File: config.mk
export PLATFORM = sky130hd
export DESIGN_NAME = mem_stage_flat
export DESIGN_NICKNAME = d
export VERILOG_FILES = /design/src/rtl/mem_stage_if.sv /design/src/rtl/mem_stage.sv /design/src/flat_wrapper.sv
export SDC_FILE = /design/constraint.sdc
export NUM_CORES = 1
export LEC_CHECK = 0
export ABC_AREA = 1
export BUFFER_PORTS_ARGS = -buffer_cell sky130_fd_sc_hd__buf_2
export CORE_AREA = 2 2 122 124
export DETAILED_ROUTE_END_ITERATION = 7
export DIE_AREA = 0 0 124 126
export PLACE_DENSITY = 0.55
export SLEW_MARGIN = 0
export SYNTH_ARGS = -nofsm -noshare
export SYNTH_HDL_FRONTEND = slang
export SYNTH_SLANG_ARGS = --single-unit
export TNS_END_PERCENT = 10
File: constraint.sdc
create_clock -name clk -period 1.65 [get_ports clk]
set_input_delay 0.0825 -clock clk [delete_from_list [all_inputs] [get_ports clk]]
set_output_delay 0.0825 -clock clk [all_outputs]
set_load 0.01 [all_outputs]
File: src/rtl/mem_stage_if.sv
// mem_stage_if: EX/MEM inputs, data-memory bus and MEM/WB outputs of the memory stage.
interface mem_stage_if;
  logic [31:0] alu_result, branch_result, mem_write_data, dmem_rdata;
  logic [31:0] dmem_addr, dmem_wdata, branch_target, wb_read_data, wb_alu_result;
  logic [4:0] write_reg_addr, wb_write_reg_addr;
  logic alu_zero, mem_read, mem_write, mem_reg, branch, reg_write, dmem_ready;
  logic dmem_req, dmem_we, stall, pc_src, wb_mem_reg, wb_reg_write, bus_error;
  modport master (
    input alu_result, alu_zero, branch_result, write_reg_addr, mem_read, mem_write,
          mem_reg, branch, reg_write, mem_write_data, dmem_rdata, dmem_ready,
    output dmem_req, dmem_we, dmem_addr, dmem_wdata, stall, pc_src, branch_target,
           wb_read_data, wb_alu_result, wb_write_reg_addr, wb_mem_reg, wb_reg_write, bus_error
  );
  modport slave (
    output alu_result, alu_zero, branch_result, write_reg_addr, mem_read, mem_write,
           mem_reg, branch, reg_write, mem_write_data, dmem_rdata, dmem_ready,
    input dmem_req, dmem_we, dmem_addr, dmem_wdata, stall, pc_src, branch_target,
          wb_read_data, wb_alu_result, wb_write_reg_addr, wb_mem_reg, wb_reg_write, bus_error
  );
endinterface

File: src/rtl/mem_stage.sv
// mem_stage: pipeline memory-access stage with req/ready data bus, wait-state stall,
// access timeout, branch resolution and the MEM/WB register.
module mem_stage #(
  parameter int TIMEOUT = 16
) (
  input logic clk,
  input logic rst_n,
  mem_stage_if.master bus
);
  localparam int CW = $clog2(TIMEOUT + 1);
  typedef enum logic {IDLE, WAIT} state_e;
  state_e state_q, state_d;
  logic [CW-1:0] cnt_q, cnt_d;
  logic [31:0] wb_read_data_q, wb_read_data_d, wb_alu_result_q, wb_alu_result_d;
  logic [4:0] wb_addr_q, wb_addr_d;
  logic wb_mem_reg_q, wb_mem_reg_d, wb_reg_write_q, wb_reg_write_d, bus_error_q, bus_error_d;
  logic access, misaligned, timeout_hit, req, stall, err;
  assign access = bus.mem_read | bus.mem_write;
  assign misaligned = access & (bus.alu_result[1:0] != 2'b00);
  assign timeout_hit = (state_q == WAIT) & (cnt_q == CW'(TIMEOUT));
  // rst_n in the request term lets an in-flight access drop without waiting for a clock
  assign req = access & ~misaligned & ~timeout_hit & rst_n;
  assign stall = req & ~bus.dmem_ready;
  assign err = misaligned | timeout_hit;
  assign bus.dmem_req = req;
  assign bus.dmem_we = bus.mem_write;
  assign bus.dmem_addr = bus.alu_result;
  assign bus.dmem_wdata = bus.mem_write_data;
  assign bus.stall = stall;
  assign bus.pc_src = bus.branch & bus.alu_zero & ~stall & rst_n;
  assign bus.branch_target = bus.branch_result;
  assign bus.wb_read_data = wb_read_data_q;
  assign bus.wb_alu_result = wb_alu_result_q;
  assign bus.wb_write_reg_addr = wb_addr_q;
  assign bus.wb_mem_reg = wb_mem_reg_q;
  assign bus.wb_reg_write = wb_reg_write_q;
  assign bus.bus_error = bus_error_q;
  always_comb begin
    state_d = stall ? WAIT : IDLE;
    cnt_d = stall ? cnt_q + CW'(1) : '0;
  end
  // A stalled edge inserts a bubble; a faulted access captures everything but the write-back
  always_comb begin
    wb_alu_result_d = stall ? wb_alu_result_q : bus.alu_result;
    wb_addr_d = stall ? wb_addr_q : bus.write_reg_addr;
    wb_mem_reg_d = stall ? wb_mem_reg_q : bus.mem_reg;
    wb_reg_write_d = ~stall & bus.reg_write & ~err;
    wb_read_data_d = stall ? wb_read_data_q : ((bus.mem_read & ~err) ? bus.dmem_rdata : 32'h0);
    bus_error_d = bus_error_q | (~stall & err);
  end
  always_ff @(posedge clk or negedge rst_n) begin
    if (!rst_n) begin
      state_q <= IDLE;
      cnt_q <= '0;
      wb_read_data_q <= '0;
      wb_alu_result_q <= '0;
      wb_addr_q <= '0;
      wb_mem_reg_q <= 1'b0;
      wb_reg_write_q <= 1'b0;
      bus_error_q <= 1'b0;
    end else begin
      state_q <= state_d;
      cnt_q <= cnt_d;
      wb_read_data_q <= wb_read_data_d;
      wb_alu_result_q <= wb_alu_result_d;
      wb_addr_q <= wb_addr_d;
      wb_mem_reg_q <= wb_mem_reg_d;
      wb_reg_write_q <= wb_reg_write_d;
      bus_error_q <= bus_error_d;
    end
  end
endmodule

File: src/flat_wrapper.sv
// flat-port wrapper written by rule: the top's interface ports become plain ports
module mem_stage_flat 
#(
  parameter int TIMEOUT = 16
)
  (clk, rst_n, bus_alu_result, bus_alu_zero, bus_branch_result, bus_write_reg_addr, bus_mem_read, bus_mem_write, bus_mem_reg, bus_branch, bus_reg_write, bus_mem_write_data, bus_dmem_rdata, bus_dmem_ready, bus_dmem_req, bus_dmem_we, bus_dmem_addr, bus_dmem_wdata, bus_stall, bus_pc_src, bus_branch_target, bus_wb_read_data, bus_wb_alu_result, bus_wb_write_reg_addr, bus_wb_mem_reg, bus_wb_reg_write, bus_bus_error);
  mem_stage_if bus_i ();
  input logic clk;
  input logic rst_n;
  input wire logic [$bits(bus_i.alu_result)-1:0] bus_alu_result;
  input wire logic [$bits(bus_i.alu_zero)-1:0] bus_alu_zero;
  input wire logic [$bits(bus_i.branch_result)-1:0] bus_branch_result;
  input wire logic [$bits(bus_i.write_reg_addr)-1:0] bus_write_reg_addr;
  input wire logic [$bits(bus_i.mem_read)-1:0] bus_mem_read;
  input wire logic [$bits(bus_i.mem_write)-1:0] bus_mem_write;
  input wire logic [$bits(bus_i.mem_reg)-1:0] bus_mem_reg;
  input wire logic [$bits(bus_i.branch)-1:0] bus_branch;
  input wire logic [$bits(bus_i.reg_write)-1:0] bus_reg_write;
  input wire logic [$bits(bus_i.mem_write_data)-1:0] bus_mem_write_data;
  input wire logic [$bits(bus_i.dmem_rdata)-1:0] bus_dmem_rdata;
  input wire logic [$bits(bus_i.dmem_ready)-1:0] bus_dmem_ready;
  output wire logic [$bits(bus_i.dmem_req)-1:0] bus_dmem_req;
  output wire logic [$bits(bus_i.dmem_we)-1:0] bus_dmem_we;
  output wire logic [$bits(bus_i.dmem_addr)-1:0] bus_dmem_addr;
  output wire logic [$bits(bus_i.dmem_wdata)-1:0] bus_dmem_wdata;
  output wire logic [$bits(bus_i.stall)-1:0] bus_stall;
  output wire logic [$bits(bus_i.pc_src)-1:0] bus_pc_src;
  output wire logic [$bits(bus_i.branch_target)-1:0] bus_branch_target;
  output wire logic [$bits(bus_i.wb_read_data)-1:0] bus_wb_read_data;
  output wire logic [$bits(bus_i.wb_alu_result)-1:0] bus_wb_alu_result;
  output wire logic [$bits(bus_i.wb_write_reg_addr)-1:0] bus_wb_write_reg_addr;
  output wire logic [$bits(bus_i.wb_mem_reg)-1:0] bus_wb_mem_reg;
  output wire logic [$bits(bus_i.wb_reg_write)-1:0] bus_wb_reg_write;
  output wire logic [$bits(bus_i.bus_error)-1:0] bus_bus_error;
  assign bus_i.alu_result = bus_alu_result;
  assign bus_i.alu_zero = bus_alu_zero;
  assign bus_i.branch_result = bus_branch_result;
  assign bus_i.write_reg_addr = bus_write_reg_addr;
  assign bus_i.mem_read = bus_mem_read;
  assign bus_i.mem_write = bus_mem_write;
  assign bus_i.mem_reg = bus_mem_reg;
  assign bus_i.branch = bus_branch;
  assign bus_i.reg_write = bus_reg_write;
  assign bus_i.mem_write_data = bus_mem_write_data;
  assign bus_i.dmem_rdata = bus_dmem_rdata;
  assign bus_i.dmem_ready = bus_dmem_ready;
  assign bus_dmem_req = bus_i.dmem_req;
  assign bus_dmem_we = bus_i.dmem_we;
  assign bus_dmem_addr = bus_i.dmem_addr;
  assign bus_dmem_wdata = bus_i.dmem_wdata;
  assign bus_stall = bus_i.stall;
  assign bus_pc_src = bus_i.pc_src;
  assign bus_branch_target = bus_i.branch_target;
  assign bus_wb_read_data = bus_i.wb_read_data;
  assign bus_wb_alu_result = bus_i.wb_alu_result;
  assign bus_wb_write_reg_addr = bus_i.wb_write_reg_addr;
  assign bus_wb_mem_reg = bus_i.wb_mem_reg;
  assign bus_wb_reg_write = bus_i.wb_reg_write;
  assign bus_bus_error = bus_i.bus_error;
  mem_stage #(.TIMEOUT(TIMEOUT)) u_core (.clk(clk), .rst_n(rst_n), .bus(bus_i));
endmodule
==> results.tsv <==
metric	value	unit
post-synthesis cell type count	19	
ys flop type	dfrtp_1	
die area	15600	sq um
P_int	0.00358	W
CTS Buffer Depth	2	
failing checks	setup timing	
Worst VDD drop	0.742	mV
I/O Pins	314	
GPL Wtd Cong	0.732	
DP Wirelength	6710	microns
Period minus WS final	1700	ps
layout cell share with drive strength beyond 1	36.5	%
slew margin rel.	64.5	%
worst reg2reg path depth	10	
Switch Pwr	0.00117	W
worst reg2reg path endpoint	u_core.bus.wb_read_data[29]$_DFFE_PN0N_	
core area	14300	sq um
fin crit share	103	%
Clk network pwr share	42.0	%
# rows	44	
clk sinks	78	
Required @ worst endpoint	1570	ps
largest net degree at the start of global routing	42	
DIE HEIGHT	126	microns
CP peak stage delay	370	ps
Synth-to-Final Area Change	42.1	%
first-pass GRT wire length	16700	microns
total track usage	14.1	%
placed insts	706	
Worst Hold Path EP	u_core.bus.wb_read_data[3]$_DFFE_PN0N_	
crit-path cells	inv_1, ha_1, nand2_1, inv_1, nand3_2, nand3_4, buf_12, nand3b_1, inv_1, buf_2	
Seq/Total Area, Yosys	50.9	%
antenna-violating nets left	0	
max cap viols	0	
largest cells by area after synthesis	dfrtp_1 (51%), buf_4 (21%), nand2_1 (18%)	
post-synth top area share	50.9	%
unrepaired setup endpoints after global routing	yes	
Detailed Route Iter0 Violations	88	
clock buffer count from CTS	9	
worst hold slack	26.0	ps
power share of the sequential group	43.5	%
Slew @ Worst Pin	532	ps
status	finished with violations	
EDFF count, synth	0	
Residual DRC	0	
worst setup path class	reg2out	
Root Buffer	clkbuf_16	
Die X	124	microns
Routed WL	11000	microns
Logic pwr share	14.5	%
Hold Crit Start	bus_dmem_rdata[3]	
critical path endpoint category	output pin	
Clk pin slew, worst setup/hold paths	60	ps
largest area contributor in the netlist	dfrtp_1	
CP most frequent cell	inv_1	
PwrDens	872	nW/um^2
Startpoint Class	flop	
worst-path fanout max	3	
fin cells	801	
via/cell ratio	4.14	
Yosys reg bits	78	
Sw Share	24.6	%
final core occ	38.1	%
hold depth	3	
Async SR Flop Fraction	100	%
CTS H-Tree Depth	3	
number of diodes	0	
Commonest cells post-synth	nand2_1 (181), buf_4 (105), dfrtp_1 (78)	
critical path arrival	1620	ps
vias in the first global route	3377	
syn nets	585	
Initial Utilization	26.8	%
max frequency	587	MHz
R2R setup slack	50	ps
CP max stage cell	dfrtp_1	
gr ovfl total	0	
Synth Area per Inst	8.70	sq um
clk_skew	6.18	ps
antenna violations before repair	0	
RR Startpoint	u_core.cnt_q[0]$_DFF_PN0_	
final setup margin	-54.5	ps
clock tree from TritonCTS	built	
hold crit path type	in2reg	
cell with the most instances after synthesis	nand2_1	
number of iterations in the first detailed-routing pass	4	
Yosys Warn Count	0	
worst skew pair latency	340	ps
Syn Inst Count	441	
Leak	3.03	nW
Final Hold Fails	0	
DR vias	3318	
Post-Synthesis Cell Area	3830	sq um
count of final setup violators	1	
power after layout	0.00475	W
# nets final	756	
fin. max-slew vios	0	
# port buffers	185	
wire per inst	13.7	microns
==> layer usage <==
metal / part of all wire [%] / track usage (%) / vias to the layer above
met2: 51 / 24.1 / 152
met1: 39 / 15.1 / 1532
met5: 0 / 0 / -
li1: - / - / 1599
met3: 7.6 / 5.71 / 35
met4: 2.9 / 6.01 / 0
==> worst max-delay path, delay by kind of cell, from the launching register on <==
family / cells / cell delay, ps
buf+inv: 5 / 420
simple gates: 4 / 380
flops: 1 / 370
fa+ha+maj: 1 / 130
==> through the flow <==
step                      setup slack [ps]  setup TNS [ps]  cell area, sq um
after floorplan                        276               0              3830
after global placement                 151               0              4260
after detailed placement               109               0              4260
after CTS                            -92.5            -122              5420
after global routing                  -194           -1080              5450
final                                -54.5           -54.5              5450
==> cells by family (layout without fill, tap and decap cells) <==
| kind of cell | count (synthesis) | after routing | synth area share [%] |
|---|---|---|---|
| and+or+nand+nor | 229 | 229 | 24.1 |
| AOI/OAI and AO/OA | 2 | 2 | 0.261 |
| buffers and inverters | 127 | 303 | 23.4 |
| DFF | 78 | 78 | 50.9 |
| xor gates and xnor gates | 3 | 3 | 0.685 |
| adders and majority gates | 2 | 2 | 0.652 |
==> cell type report <==
class / instances / area, sq um
clock buffer: 11 / 243
clock inverter: 5 / 57.6
fill: 1443 / 8860
inverter: 12 / 50.0
multi-input combinational: 236 / 1000
sequential: 78 / 1950
tap: 184 / 230
timing repair buffer: 275 / 1920
==> placed cells by master (no fill, tap or decap) <==
cell type,count
xor2_1,2
bufinv_16,1
buf_6,5
inv_2,1
xnor2_1,1
nand3_2,1
inv_1,10
nand3_1,34
o21ai_0,1
nand3b_1,1
buf_2,183
clkbuf_1,1
clkbuf_8,1
ha_1,2
clkbuf_16,9
o21ai_1,1
nand2_1,181
buf_12,4
nor2_1,8
dfrtp_1,78
buf_16,2
nor2_4,1
clkinv_2,2
inv_6,2
dlygate4sd3_1,71
buf_4,9
and2_1,1
bufbuf_16,1
nand3_4,1
or2_2,1
clkinv_4,1
==> repair_timing <==
action | in CTS | in global routing
hold buffers | 71 | 0
gates cloned | 3 | 0
hold endpoints to repair | 148 | 0
setup buffers | 4 | 1
pin swaps | 1 | 1
endpoints found under the setup margin | 2 | 72
gates resized for setup | 4 | 10
==> worst max-delay path by stage <==
| stage | depth (start not counted) | startpoint | slack, ps | endpoint |
|---|---|---|---|---|
| final | 10 | u_core.cnt_q[0]$_DFF_PN0_ | -50 | bus_pc_src |
| after CTS | 10 | u_core.cnt_q[0]$_DFF_PN0_ | -90 | bus_pc_src |
| after global placement | 9 | u_core.cnt_q[1]$_DFF_PN0_ | 150 | bus_stall |
| after floorplan | 10 | u_core.cnt_q[0]$_DFF_PN0_ | 280 | u_core.bus.wb_alu_result[10]$_DFFE_PN0N_ |
| after global routing | 10 | u_core.cnt_q[1]$_DFF_PN0_ | -190 | bus_pc_src |
| after detailed placement | 9 | u_core.cnt_q[1]$_DFF_PN0_ | 110 | bus_stall |
==> power groups by stage <==
stage	clock, W	sequential (W)	combinational (W)
CTS	0.00209	0.00207	0.000689
finish	0.00200	0.00207	0.000690
global placement	0	0.00210	0.000531
detailed placement	0	0.00210	0.000539
floorplan	0	0.00214	0.000375
global route	0.00217	0.00208	0.000762
No activity file was read; power rests on OpenSTA's default activity.
